**config.mk**
```make
export PLATFORM = sky130hd
export DESIGN_NAME = booth2_code_seq_flat
export DESIGN_NICKNAME = d
export VERILOG_FILES = /design/src/rtl/booth2_pkg.sv /design/src/rtl/booth2_code_seq_if.sv /design/src/rtl/booth2_neg.sv /design/src/rtl/booth2_code_seq.sv /design/src/flat_wrapper.sv
export SDC_FILE = /design/constraint.sdc
export NUM_CORES = 1
export LEC_CHECK = 0
export ABC_CLOCK_PERIOD_IN_PS = 1900
export CORE_MARGIN = 5
export CORE_UTILIZATION = 40
export DETAILED_ROUTE_END_ITERATION = 10
export PLACE_DENSITY = 0.71
export SETUP_SLACK_MARGIN = 0.05
export SYNTH_ARGS = -nofsm -noshare
export SYNTH_HDL_FRONTEND = slang
export SYNTH_SLANG_ARGS = --single-unit
```
**constraint.sdc**
```tcl
create_clock -name clk -period 1.9 [get_ports clk]
set_input_delay 0.285 -clock clk [delete_from_list [all_inputs] [get_ports clk]]
set_output_delay 0.285 -clock clk [all_outputs]
set_load 0.005 [all_outputs]
```
**src/rtl/booth2_pkg.sv**
```systemverilog
// Shared types and Booth radix-4 code definitions for the sequential Booth encoder.
// The weight function is shared with the verification model.
package booth2_pkg;

    typedef enum logic [1:0] {
        IDLE = 2'd0,
        NEG  = 2'd1,
        EMIT = 2'd2
    } state_t;

    localparam logic [2:0] CODE_P0  = 3'b000;
    localparam logic [2:0] CODE_P1A = 3'b001;
    localparam logic [2:0] CODE_P1B = 3'b010;
    localparam logic [2:0] CODE_P2  = 3'b011;
    localparam logic [2:0] CODE_M2  = 3'b100;
    localparam logic [2:0] CODE_M1A = 3'b101;
    localparam logic [2:0] CODE_M1B = 3'b110;
    localparam logic [2:0] CODE_M0  = 3'b111;

    // Signed multiple of A selected by one Booth triplet.
    function automatic logic signed [2:0] booth2_weight(input logic [2:0] code);
        logic signed [2:0] w;
        case (code)
            CODE_P1A, CODE_P1B: w = 3'sb001;
            CODE_P2:            w = 3'sb010;
            CODE_M2:            w = 3'sb110;
            CODE_M1A, CODE_M1B: w = 3'sb111;
            default:            w = 3'sb000;
        endcase
        return w;
    endfunction

endpackage

```
**src/rtl/booth2_code_seq_if.sv**
```systemverilog
// Operand-in / Booth-group-out handshake bundle for booth2_code_seq.
// slave is the encoder's view, master is the producer/consumer view.
interface booth2_code_seq_if #(
    parameter int WIDTH = 16
);
    localparam int NGRP = WIDTH / 2;
    localparam int GW   = (NGRP > 1) ? $clog2(NGRP) : 1;

    logic             in_valid;
    logic             in_ready;
    logic [WIDTH-1:0] a_in;
    logic [WIDTH-1:0] b_in;
    logic             out_valid;
    logic             out_ready;
    logic [2:0]       code_out;
    logic [GW-1:0]    grp_idx;
    logic [WIDTH-1:0] a_out;
    logic [WIDTH:0]   neg_a_out;
    logic             zero_pp;
    logic             out_last;

    modport master (
        output in_valid, a_in, b_in, out_ready,
        input  in_ready, out_valid, code_out, grp_idx, a_out, neg_a_out, zero_pp, out_last
    );

    modport slave (
        input  in_valid, a_in, b_in, out_ready,
        output in_ready, out_valid, code_out, grp_idx, a_out, neg_a_out, zero_pp, out_last
    );

endinterface

```
**src/rtl/booth2_neg.sv**
```systemverilog
// Combinational (WIDTH+1)-bit negator: -{A[MSB], A}. The extra bit means
// the most negative A negates without overflow.
module booth2_neg #(
    parameter int WIDTH = 16
) (
    input  logic [WIDTH-1:0] a,
    output logic [WIDTH:0]   neg_a
);

    assign neg_a = ~{a[WIDTH-1], a} + (WIDTH + 1)'(1);

endmodule

```
**src/rtl/booth2_code_seq.sv**
```systemverilog
// Sequential radix-4 Booth encoder: latches A and B, registers -A, then
// streams the NGRP Booth triplets of B one per output handshake.
module booth2_code_seq
    import booth2_pkg::*;
#(
    parameter int WIDTH = 16
) (
    input  logic               clk,
    input  logic               rst,
    booth2_code_seq_if.slave   bus
);

    localparam int            NGRP     = WIDTH / 2;
    localparam int            GW       = (NGRP > 1) ? $clog2(NGRP) : 1;
    localparam logic [GW-1:0] LAST_GRP = GW'(NGRP - 1);

    state_t           state_q, state_d;
    logic [WIDTH-1:0] a_q, a_d;
    logic [WIDTH:0]   neg_a_q, neg_a_d;
    logic [WIDTH:0]   neg_a_calc;
    logic [WIDTH:0]   sr_q, sr_d;
    logic [GW-1:0]    grp_q, grp_d;
    logic             in_ready_q, in_ready_d;
    logic             out_valid_q, out_valid_d;

    booth2_neg #(.WIDTH(WIDTH)) u_neg (
        .a     (a_q),
        .neg_a (neg_a_calc)
    );

    always_comb begin
        // NOTE: every _d starts from its _q so no path leaves a signal unassigned (no latches).
        state_d = state_q;
        a_d     = a_q;
        neg_a_d = neg_a_q;
        sr_d    = sr_q;
        grp_d   = grp_q;

        case (state_q)
            IDLE: begin
                if (bus.in_valid && in_ready_q) begin
                    a_d     = bus.a_in;
                    sr_d    = {bus.b_in, 1'b0};
                    grp_d   = '0;
                    state_d = NEG;
                end
            end
            NEG: begin
                neg_a_d = neg_a_calc;
                state_d = EMIT;
            end
            EMIT: begin
                if (out_valid_q && bus.out_ready) begin
                    if (grp_q == LAST_GRP) begin
                        state_d = IDLE;
                    end else begin
                        // Arithmetic shift keeps B's sign as the upper triplet bits.
                        sr_d  = {{2{sr_q[WIDTH]}}, sr_q[WIDTH:2]};
                        grp_d = grp_q + GW'(1);
                    end
                end
            end
            default: state_d = IDLE;
        endcase

        in_ready_d  = (state_d == IDLE);
        out_valid_d = (state_d == EMIT);
    end

    // NOTE: sequential state uses non-blocking assignments only; reset is synchronous.
    always_ff @(posedge clk) begin
        if (rst) begin
            state_q     <= IDLE;
            a_q         <= '0;
            neg_a_q     <= '0;
            sr_q        <= '0;
            grp_q       <= '0;
            in_ready_q  <= 1'b1;
            out_valid_q <= 1'b0;
        end else begin
            state_q     <= state_d;
            a_q         <= a_d;
            neg_a_q     <= neg_a_d;
            sr_q        <= sr_d;
            grp_q       <= grp_d;
            in_ready_q  <= in_ready_d;
            out_valid_q <= out_valid_d;
        end
    end

    assign bus.in_ready  = in_ready_q;
    assign bus.out_valid = out_valid_q;
    assign bus.code_out  = sr_q[2:0];
    assign bus.grp_idx   = grp_q;
    assign bus.a_out     = a_q;
    assign bus.neg_a_out = neg_a_q;
    assign bus.zero_pp   = (sr_q[2:0] == CODE_P0) || (sr_q[2:0] == CODE_M0);
    assign bus.out_last  = (grp_q == LAST_GRP);

endmodule

```
**src/flat_wrapper.sv**
```systemverilog
// flat-port wrapper written by rule: the top's interface ports become plain ports
module booth2_code_seq_flat import booth2_pkg::*;
#(
    parameter int WIDTH = 16
)
  (clk, rst, bus_in_valid, bus_a_in, bus_b_in, bus_out_ready, bus_in_ready, bus_out_valid, bus_code_out, bus_grp_idx, bus_a_out, bus_neg_a_out, bus_zero_pp, bus_out_last);
  booth2_code_seq_if #(.WIDTH(WIDTH)) bus_i ();
  input  logic clk;
  input  logic rst;
  input wire logic [$bits(bus_i.in_valid)-1:0] bus_in_valid;
  input wire logic [$bits(bus_i.a_in)-1:0] bus_a_in;
  input wire logic [$bits(bus_i.b_in)-1:0] bus_b_in;
  input wire logic [$bits(bus_i.out_ready)-1:0] bus_out_ready;
  output wire logic [$bits(bus_i.in_ready)-1:0] bus_in_ready;
  output wire logic [$bits(bus_i.out_valid)-1:0] bus_out_valid;
  output wire logic [$bits(bus_i.code_out)-1:0] bus_code_out;
  output wire logic [$bits(bus_i.grp_idx)-1:0] bus_grp_idx;
  output wire logic [$bits(bus_i.a_out)-1:0] bus_a_out;
  output wire logic [$bits(bus_i.neg_a_out)-1:0] bus_neg_a_out;
  output wire logic [$bits(bus_i.zero_pp)-1:0] bus_zero_pp;
  output wire logic [$bits(bus_i.out_last)-1:0] bus_out_last;
  assign bus_i.in_valid = bus_in_valid;
  assign bus_i.a_in = bus_a_in;
  assign bus_i.b_in = bus_b_in;
  assign bus_i.out_ready = bus_out_ready;
  assign bus_in_ready = bus_i.in_ready;
  assign bus_out_valid = bus_i.out_valid;
  assign bus_code_out = bus_i.code_out;
  assign bus_grp_idx = bus_i.grp_idx;
  assign bus_a_out = bus_i.a_out;
  assign bus_neg_a_out = bus_i.neg_a_out;
  assign bus_zero_pp = bus_i.zero_pp;
  assign bus_out_last = bus_i.out_last;
  booth2_code_seq #(.WIDTH(WIDTH)) u_core (.clk(clk), .rst(rst), .bus(bus_i));
endmodule
```
# Word level (Yosys, flattened, before mapping)
# Index checks and enable logic that the tools add are counted.
[classes]
add_sub_neg = 2
eq_ne = 8
muxes = 12
bitwise_logic = 2
n_reduce_logical = 10
[ops]
columns = ["cell", "n"]
rows = [
  ["2-to-1 mux 17 bit", 2],
  ["case mux 17 bit (2 select lines)", 1],
  ["adder 17 x 1 -> 17 bit (second input constant)", 1],
  ["NOT 17 bit", 1],
  ["2-to-1 mux 16 bit", 1],
  ["2-to-1 mux 3 bit", 3],
  ["equality test 3 bit (second input constant)", 2],
  ["2-to-1 mux 2 bit", 3],
  ["case mux 2 bit (3 select lines)", 1],
  ["case mux 3 bit (2 select lines)", 1],
  ["equality test 2 bit (second input constant)", 2],
  ["logical NOT 2 bit", 2],
  ["inequality test 2 x 1 -> 1 bit (second input constant)", 2],
  ["AND reduction 4 bit", 1],
  ["adder 3 x 1 -> 3 bit (second input constant)", 1],
  ["logical NOT 3 bit", 1],
  ["AND reduction 3 bit", 1],
  ["equality test 2 x 1 -> 1 bit (second input constant)", 1],
  ["logical AND 1 bit", 2],
  ["inequality test 2 bit (second input constant)", 1],
  ["AND reduction 2 bit", 1],
  ["nonzero test 2 bit", 1],
  ["logical OR 1 bit", 1],
  ["NOT 1 bit", 1],
]
[word_totals]
ff_bits = 57

# Longest topological paths before layout
# Gate-level depths: netlist of the first run.
[logic_depth]
depth_word = 5
mapped_depth = 6

# Modules after synthesis
# From an unflattened synthesis of the first run, not the netlist that was laid out.
[hier_totals]
cells_unflattened = 306
area_unflattened_um2 = 2743.9
[by_module_without_submodules]
columns = ["module", "n_inst", "cells_per_inst", "area_per_inst_um2", "seq_area_each_um2"]
rows = [
  ["booth2_code_seq", 1, 264, 2433.6, 1141.1],
  ["booth2_neg", 1, 42, 310.3, 0.0],
]

# Least setup slack after synthesis of the first run
# No wires, ideal clock.
[synth_path]
kind = "reg-to-reg"
startpoint = "register u_core.a_q[3], in the netlist u_core.bus.a_out[3]"
endpoint = "register u_core.neg_a_q[9], in the netlist u_core.bus.neg_a_out[9]"
setup_ns = 0.132
arrival_time_ns = 1.630
required_ns = 1.768
slack_ns = 0.138
path_stages_with_launch = 6
n_path_buf = 1
cell_sequence = "dfxtp_1 or4_4 buf_6 or4_1 nand3_1 a21oi_1"
[synth_via]
elab_chain_len = 2
[synth_lines]
columns = ["item", "line_no", "source"]
rows = [
  ["start: declaration", "booth2_code_seq.sv:18", "logic [WIDTH-1:0] a_q, a_d;"],
  ["start signal: assignment", "booth2_code_seq.sv:74", "a_q <= '0;"],
  ["start signal: assignment", "booth2_code_seq.sv:82", "a_q <= a_d;"],
  ["NOT 17 bit", "booth2_neg.sv:10", "assign neg_a = ~{a[WIDTH-1], a} + (WIDTH + 1)'(1);"],
  ["adder 17 x 1 -> 17 bit", "booth2_neg.sv:10", ""],
  ["end signal: assignment", "booth2_code_seq.sv:83", "neg_a_q <= neg_a_d;"],
  ["end: declaration", "booth2_code_seq.sv:19", "logic [WIDTH:0] neg_a_q, neg_a_d;"],
]
# No other way between the ends.
# A chain may end at the register's enable or synchronous reset.

# Worst setup path after layout of the first run
[layout_path]
startpoint = "register u_core.a_q[0], in the netlist u_core.bus.a_out[0]"
endpoint = "register u_core.neg_a_q[10], in the netlist u_core.bus.neg_a_out[10]"
# Same word-level chain as after synthesis.

==> impl_metrics.env, run 1 <==
export IMPL_max_freq_mhz=551
export IMPL_p_sw_w=0.00101
export IMPL_critPathArrivalTime_ns=2.03
export IMPL_coreArea_um2=5990
export IMPL_slew_headroom=0.553
export IMPL_fp_dieW_um=88.8
export IMPL_syn_nets=353
export IMPL_tightest_slew_ns=0.671
export IMPL_synth_compound_area_frac=0.160
export IMPL_cts_buffers=9
export IMPL_maxCapViolations=0
export IMPL_rsz0062_at_grt="no"
export IMPL_synthMuxAreaShare=0
export IMPL_min_period_ns=1.81
export IMPL_firstDrtPassIters=4
export IMPL_fin_crit_sh=0.955
export IMPL_antenna_diode_count=0
export IMPL_route_met3_wl_um=347
export IMPL_path_cells="inv_1, ha_2, or4b_4, or4_4, nand3_1, a21oi_1"
export IMPL_grt_usage=0.183
export IMPL_wl_met1_um=3100
export IMPL_hpwl_um=4810
export IMPL_synth_cell_types=37
export IMPL_cp_max_fo=6
export IMPL_postCtsHoldBufs=0
export IMPL_initial_utilization=0.415
export IMPL_maxSlewViolCount=0
export IMPL_synthTopCellsByCount="nand2_1, dfxtp_1, a21oi_1, nand3_1, nor2_1"
export IMPL_vias_per_cell=5.20
export IMPL_yosysMostFrequentCell="nand2_1"
export IMPL_synth_ff_latch_count=57
export IMPL_hold_viol=0
export IMPL_synth_xor_area_share=0.0141
export IMPL_insertion_delay_ns=0.33
export IMPL_p_sw_frac=0.289
export IMPL_antenna_found_initial=0
export IMPL_p_leak_nw=1.39
export IMPL_dieArea_um2=7880
export IMPL_min_to="u_core.bus.a_out[9]$_SDFFE_PP0P_"
export IMPL_synthFlopType="dfxtp_1"
export IMPL_power_frac_comb=0.240
export IMPL_drcViolationCount=0
export IMPL_cts_sinks=57
export IMPL_r2r_end="u_core.bus.neg_a_out[10]$_SDFFE_PP0N_"
export IMPL_cts_root_buf="clkbuf_8"
export IMPL_row_count=28
export IMPL_synth_top_area_frac=0.459
export IMPL_die_h_um=88.8
export IMPL_io_pins=79
export IMPL_num_vias=2489
export IMPL_intPower_w=0.00248
export IMPL_netlist_top_cells_area="dfxtp_1, nand2_1, a21oi_1"
export IMPL_clockBufferDepth=2
export IMPL_nets=438
export IMPL_grt_max_degree=38
export IMPL_multi_input_area_um2=1290
export IMPL_timing_rr_start="u_core.bus.a_out[0]$_SDFFE_PP0P_"
export IMPL_yosys_area_top_type="dfxtp_1"
export IMPL_regArea_um2=1150
export IMPL_detail_route_iter0_violations=125
export IMPL_holdPathStages=2
export IMPL_setup_tns_ns=0
export IMPL_ys_seq_area_frac=0.459
export IMPL_setup_viol=0
export IMPL_async_flop_share=0
export IMPL_n_fill_cell=519
export IMPL_worst_path_largest_cell_delay_ns=0.51
export IMPL_wire_per_inst_um=14.3
export IMPL_syn_inst=314
export IMPL_power_density_nw_per_um2=944
export IMPL_io_buffers=78
export IMPL_cts_tree="yes"
export IMPL_cts_max_level=3
export IMPL_path_clk_slew_ns=0.07
export IMPL_synth_fa_ha_area_frac=0.0151
export IMPL_dr_wl_met2_um=3300
export IMPL_avgSynthCellArea_um2=7.91
export IMPL_p_total_w=0.00348
export IMPL_synthSimpleGateAreaFrac=0.296
export IMPL_vdd_drop_max_v=0.000683
export IMPL_area_growth_pct=48.7
export IMPL_r2r_setup_slack_ns=0.09
export IMPL_skew_ns=0.00698
export IMPL_ys_warnings_count=0
export IMPL_reg2regPathDepth=6
export IMPL_critPathLaunchType="flop"
export IMPL_cp_slowest_cell="or4b_4"
export IMPL_routabilityCongestion=0.822
export IMPL_ant_nets=0
export IMPL_power_frac_clock=0.359
export IMPL_grt_pass1_vias=2339
export IMPL_outcome="finished, final reports clean"
export IMPL_worst_hold_startpoint="rst"
export IMPL_hold_class="input pin to flop"
export IMPL_synth_top_family_by_area="simple AND/OR/NAND/NOR gates"
export IMPL_cp_end_kind="flop"
export IMPL_grt_ovfl_total=0
export IMPL_highest_layer="met4"
export IMPL_routed_wirelength_um=6850
export IMPL_synth_edf_count=0
export IMPL_critPathKind="flop to flop"
export IMPL_syn_area_um2=2480
export IMPL_drive_gt1_frac=0.139
export IMPL_power_share_sequential=0.401
export IMPL_required_ns=2.11
export IMPL_grt_pass1_wl_um=11200
sequential cells by signal, indices dropped and copies added (netlist names):
signal and cells:
u_core.bus.in_ready 1, u_core.bus.a_out 16, u_core.sr_q 17, u_core.bus.neg_a_out 17, u_core.bus.out_valid 1, u_core.state_q 2
u_core.bus.grp_idx 3
layout by cell type, fill, tap and decap left out, types with 3 or more instances in the layout:
cell type and n:
nand4_1 4, nand2b_1 5, nor3_1 3, o31ai_1 3, buf_4 21, nand3_1 21
clkbuf_8 9, dfxtp_1 52, nand2_1 79, a311oi_1 13, inv_1 4, nor4_1 4
o21ai_0 6, nor2b_1 3, a21oi_1 32, dfxtp_2 5, or4_1 7, clkdlybuf4s50_1 75
nor2_1 19
cell type report:
type	instances	area share
Clock buffer	9	0.0335
Clock inverter	7	0.0258
Inverter	4	0.00407
Multi-Input combinational cell	228	0.348
Sequential cell	57	0.311
Tap cell	75	0.0254
Timing Repair Buffer	99	0.252
cells by family (layout without fill, tap and decap cells):
logic type / after synthesis / after routing
compound gates: 62 / 63
simple gates: 158 / 158
fa+ha+maj: 3 / 3
buf+inv: 30 / 119
xor+xnor: 4 / 4
flops: 57 / 57
how the worst max path moves through the flow:
stage,start,endpoint,slack (ns),cells after the start
2_1_floorplan,u_core.bus.a_out[3]$_SDFFE_PP0P_,u_core.bus.neg_a_out[9]$_SDFFE_PP0N_,0.14,5
3_3_place_gp,bus_out_ready,u_core.sr_q[1]$_SDFFE_PP0P_,-0.25,5
3_5_place_dp,bus_out_ready,u_core.sr_q[3]$_SDFFE_PP0P_,-0.31,5
4_1_cts,u_core.bus.a_out[0]$_SDFFE_PP0P_,u_core.bus.neg_a_out[10]$_SDFFE_PP0N_,0.1,6
5_1_grt,u_core.bus.a_out[0]$_SDFFE_PP0P_,u_core.bus.neg_a_out[10]$_SDFFE_PP0N_,0.03,6
6_report,u_core.bus.a_out[0]$_SDFFE_PP0P_,u_core.bus.neg_a_out[10]$_SDFFE_PP0N_,0.09,6
layer usage:
layer  global-route usage  vias to the layer above
met3               0.0400                       12
li1                     -                     1273
met2                0.292                       63
met5                    0                        -
met4               0.0810                        0
met1                0.235                     1141
critical path, delay by kind of cell (launching register included):
family                   cells  cell delay [ns]
flip-flops                   1             0.35
adder cells (fa/ha/maj)      1             0.17
buffers and inverters        1             0.06
AND/OR/NAND/NOR              3             1.04
AO/OA/AOI/OAI                1             0.06
power groups by stage:
stage / clock network [W] / registers, W / logic, W
finish: 0.00125 / 0.00140 / 0.000837
global route: 0.00132 / 0.00142 / 0.000922
CTS: 0.00126 / 0.00140 / 0.000829
detailed placement: 0 / 0.00142 / 0.000808
global placement: 0 / 0.00142 / 0.000793
floorplan: 0 / 0.00142 / 0.000439
what timing repair did:
item,CTS,global route
resized for setup,12,5
cloned,1,0
pin swaps,2,0
endpoints found under the setup margin,23,2
buffers inserted,0,0
through the flow:
stage	instances	utilization	cell area, µm²	setup WS, ns	hold WS (ns)
6_report	479	0.616	3690	0.0852	0.347
4_1_cts	479	0.614	3680	0.0958	0.337
5_1_grt	479	0.616	3690	0.0294	0.344
2_1_floorplan	314	-	2480	0.138	0.421
3_3_place_gp	462	0.568	3400	-0.252	0.440
3_5_place_dp	462	0.568	3400	-0.314	0.447
(Power assumes the default switching activity.)
==> run 2: changes to the inputs <==
- CTS_CLUSTER_DIAMETER: not set -> 60
- SKIP_LAST_GASP: not set -> 1
==> run 2 against run 1 <==
Non-clock buffer count stayed put. Clock power hardly changed. Die area stayed put. Fmax is 0.64% higher. Utilization is 0.084 points higher. Setup slack better by 0.012 ns. Clock skew is 0.0020 ns higher. Sequential power hardly changed. Critical path depth stayed put. Combinational power is 0.6% higher. Critical endpoint unchanged.
==> impl_metrics.env, run 2 (synthesized netlist as in run 1, its figures left out) <==
export IMPL_drcViolationCount=0
export IMPL_r2r_setup_slack_ns=0.1
export IMPL_dieArea_um2=7880
export IMPL_rsz0062_at_grt="no"
export IMPL_finalNonFillerCells=479
export IMPL_holdPathStages=2
export IMPL_cts_root_buf="clkbuf_8"
export IMPL_die_h_um=88.8
export IMPL_vias_per_cell=5.25
export IMPL_io_buffers=78
export IMPL_path_clk_slew_ns=0.07
export IMPL_worst_path_largest_cell_delay_ns=0.51
export IMPL_insertion_delay_ns=0.34
export IMPL_nets=438
export IMPL_reg2regPathDepth=6
export IMPL_cts_max_level=3
export IMPL_skew_ns=0.00899
export IMPL_drive_gt1_frac=0.141
export IMPL_hpwl_um=4810
export IMPL_area_growth_pct=48.9
export IMPL_cp_end_kind="flop"
export IMPL_placed_cells=462
export IMPL_p_sw_w=0.00102
export IMPL_critical_path_startpoint="u_core.bus.a_out[0]$_SDFFE_PP0P_"
export IMPL_intPower_w=0.00248
export IMPL_hold_ws_ns=0.346
export IMPL_layout_common_cells="nand2_1, clkdlybuf4s50_1, dfxtp_1"
export IMPL_p_sw_frac=0.291
export IMPL_row_count=28
export IMPL_antenna_diode_count=0
export IMPL_max_freq_mhz=555
export IMPL_post_place_ws_ns=-0.314
export IMPL_setup_viol=0
export IMPL_hold_viol=0
export IMPL_min_period_ns=1.80
export IMPL_grt_max_degree=38
export IMPL_power_frac_comb=0.241
export IMPL_grt_pass1_vias=2335
export IMPL_cp_max_fo=6
export IMPL_p_leak_nw=1.39
export IMPL_postCtsHoldBufs=0
export IMPL_fp_dieW_um=88.8
export IMPL_critPathKind="flop to flop"
export IMPL_hold_class="input pin to flop"
export IMPL_maxCapViolations=0
export IMPL_cts_buffers=9
export IMPL_tightest_slew_ns=0.685
export IMPL_clockBufferDepth=2
export IMPL_coreArea_um2=5990
export IMPL_critPathArrivalTime_ns=2.02
export IMPL_initial_utilization=0.415
export IMPL_r2r_end="u_core.bus.neg_a_out[10]$_SDFFE_PP0N_"
export IMPL_antenna_found_initial=0
export IMPL_num_vias=2516
export IMPL_cp_endpoint="u_core.bus.neg_a_out[10]$_SDFFE_PP0N_"
export IMPL_outcome="finished, final reports clean"
export IMPL_io_pins=79
export IMPL_path_cells="inv_1, ha_2, or4b_4, or4_4, nand3_1, a21oi_1"
export IMPL_timing_rr_start="u_core.bus.a_out[0]$_SDFFE_PP0P_"
export IMPL_power_frac_clock=0.359
export IMPL_routabilityCongestion=0.822
export IMPL_vdd_drop_max_v=0.000670
export IMPL_cp_slowest_cell="or4b_4"
export IMPL_grt_usage=0.182
export IMPL_final_common_cell="nand2_1"
export IMPL_detail_route_iter0_violations=151
export IMPL_critPathLaunchType="flop"
export IMPL_cts_tree="yes"
export IMPL_fin_crit_sh=0.949
export IMPL_firstDrtPassIters=4
export IMPL_wire_per_inst_um=14.4
export IMPL_power_density_nw_per_um2=945
export IMPL_required_ns=2.12
export IMPL_setup_tns_ns=0
export IMPL_ant_nets=0
export IMPL_grt_pass1_wl_um=11100
export IMPL_routed_wirelength_um=6900
export IMPL_power_share_sequential=0.400
export IMPL_grt_ovfl_total=0
export IMPL_slew_headroom=0.543
export IMPL_cts_sinks=57
export IMPL_setup_ws_ns=0.0968
export IMPL_maxSlewViolCount=0
[run 2: cell counts in the layout (fill, tap and decap cells not counted)]
Identical to the previous run, type by type.
[run 2: how the worst min path moves through the flow]
stage                                                 to  slack [ns]                                  from
floorplan                   u_core.sr_q[16]$_SDFFE_PP0P_        0.42                          bus_b_in[15]
global placement    u_core.bus.neg_a_out[9]$_SDFFE_PP0N_        0.44  u_core.bus.neg_a_out[9]$_SDFFE_PP0N_
detailed placement  u_core.bus.neg_a_out[9]$_SDFFE_PP0N_        0.45  u_core.bus.neg_a_out[9]$_SDFFE_PP0N_
CTS                     u_core.bus.a_out[9]$_SDFFE_PP0P_        0.34                                   rst
global route            u_core.bus.a_out[9]$_SDFFE_PP0P_        0.35                                   rst
finish                  u_core.bus.a_out[9]$_SDFFE_PP0P_        0.35                                   rst
[run 2: per-layer routing]
metal,vias to the layer above,part of all wire,GRT usage
li1,1270,-,-
met1,1165,0.46,0.234
met2,70,0.48,0.291
met3,11,0.051,0.0400
met4,0,0.014,0.0810
met5,-,0,0
[run 2: power groups by stage]
stage	registers, W	clock network [W]	logic (W)
floorplan	0.00142	0	0.000439
global placement	0.00142	0	0.000793
detailed placement	0.00142	0	0.000808
CTS	0.00140	0.00126	0.000825
global route	0.00142	0.00132	0.000924
finish	0.00140	0.00125	0.000842
[run 2: repair_timing]
item                       4_1_cts  5_1_grt
buffers inserted                 0        0
pin swaps                        2        0
setup endpoints to repair       23       18
hold endpoints to repair         0        0
cloned                           1        0
resized for setup               11        7
[run 2: worst max-delay path, delay by kind of cell, from the launching register on]
| family | cells | cell delay (ns) |
|---|---|---|
| simple gates | 3 | 1.04 |
| flops | 1 | 0.35 |
| fa+ha+maj | 1 | 0.17 |
| buf+inv | 1 | 0.06 |
| compound gates | 1 | 0.06 |
[run 2: per-stage QoR]
| step | instance area (µm²) | total power (W) | utilization |
|---|---|---|---|
| 3_3_place_gp | 3400 | 0.00221 | 0.568 |
| 5_1_grt | 3700 | 0.00366 | 0.617 |
| 4_1_cts | 3670 | 0.00349 | 0.613 |
| 2_1_floorplan | 2480 | 0.00186 | - |
| 3_5_place_dp | 3400 | 0.00223 | 0.568 |
| 6_report | 3700 | 0.00350 | 0.617 |
[run 2: layout make-up]
cell class                      count  area, µm²
Clock buffer                        9        124
Clock inverter                      7       95.1
Fill cell                         515       2290
Inverter                            4       15.0
Multi-Input combinational cell    228       1290
Sequential cell                    57       1150
Tap cell                           75       93.8
Timing Repair Buffer               99        931
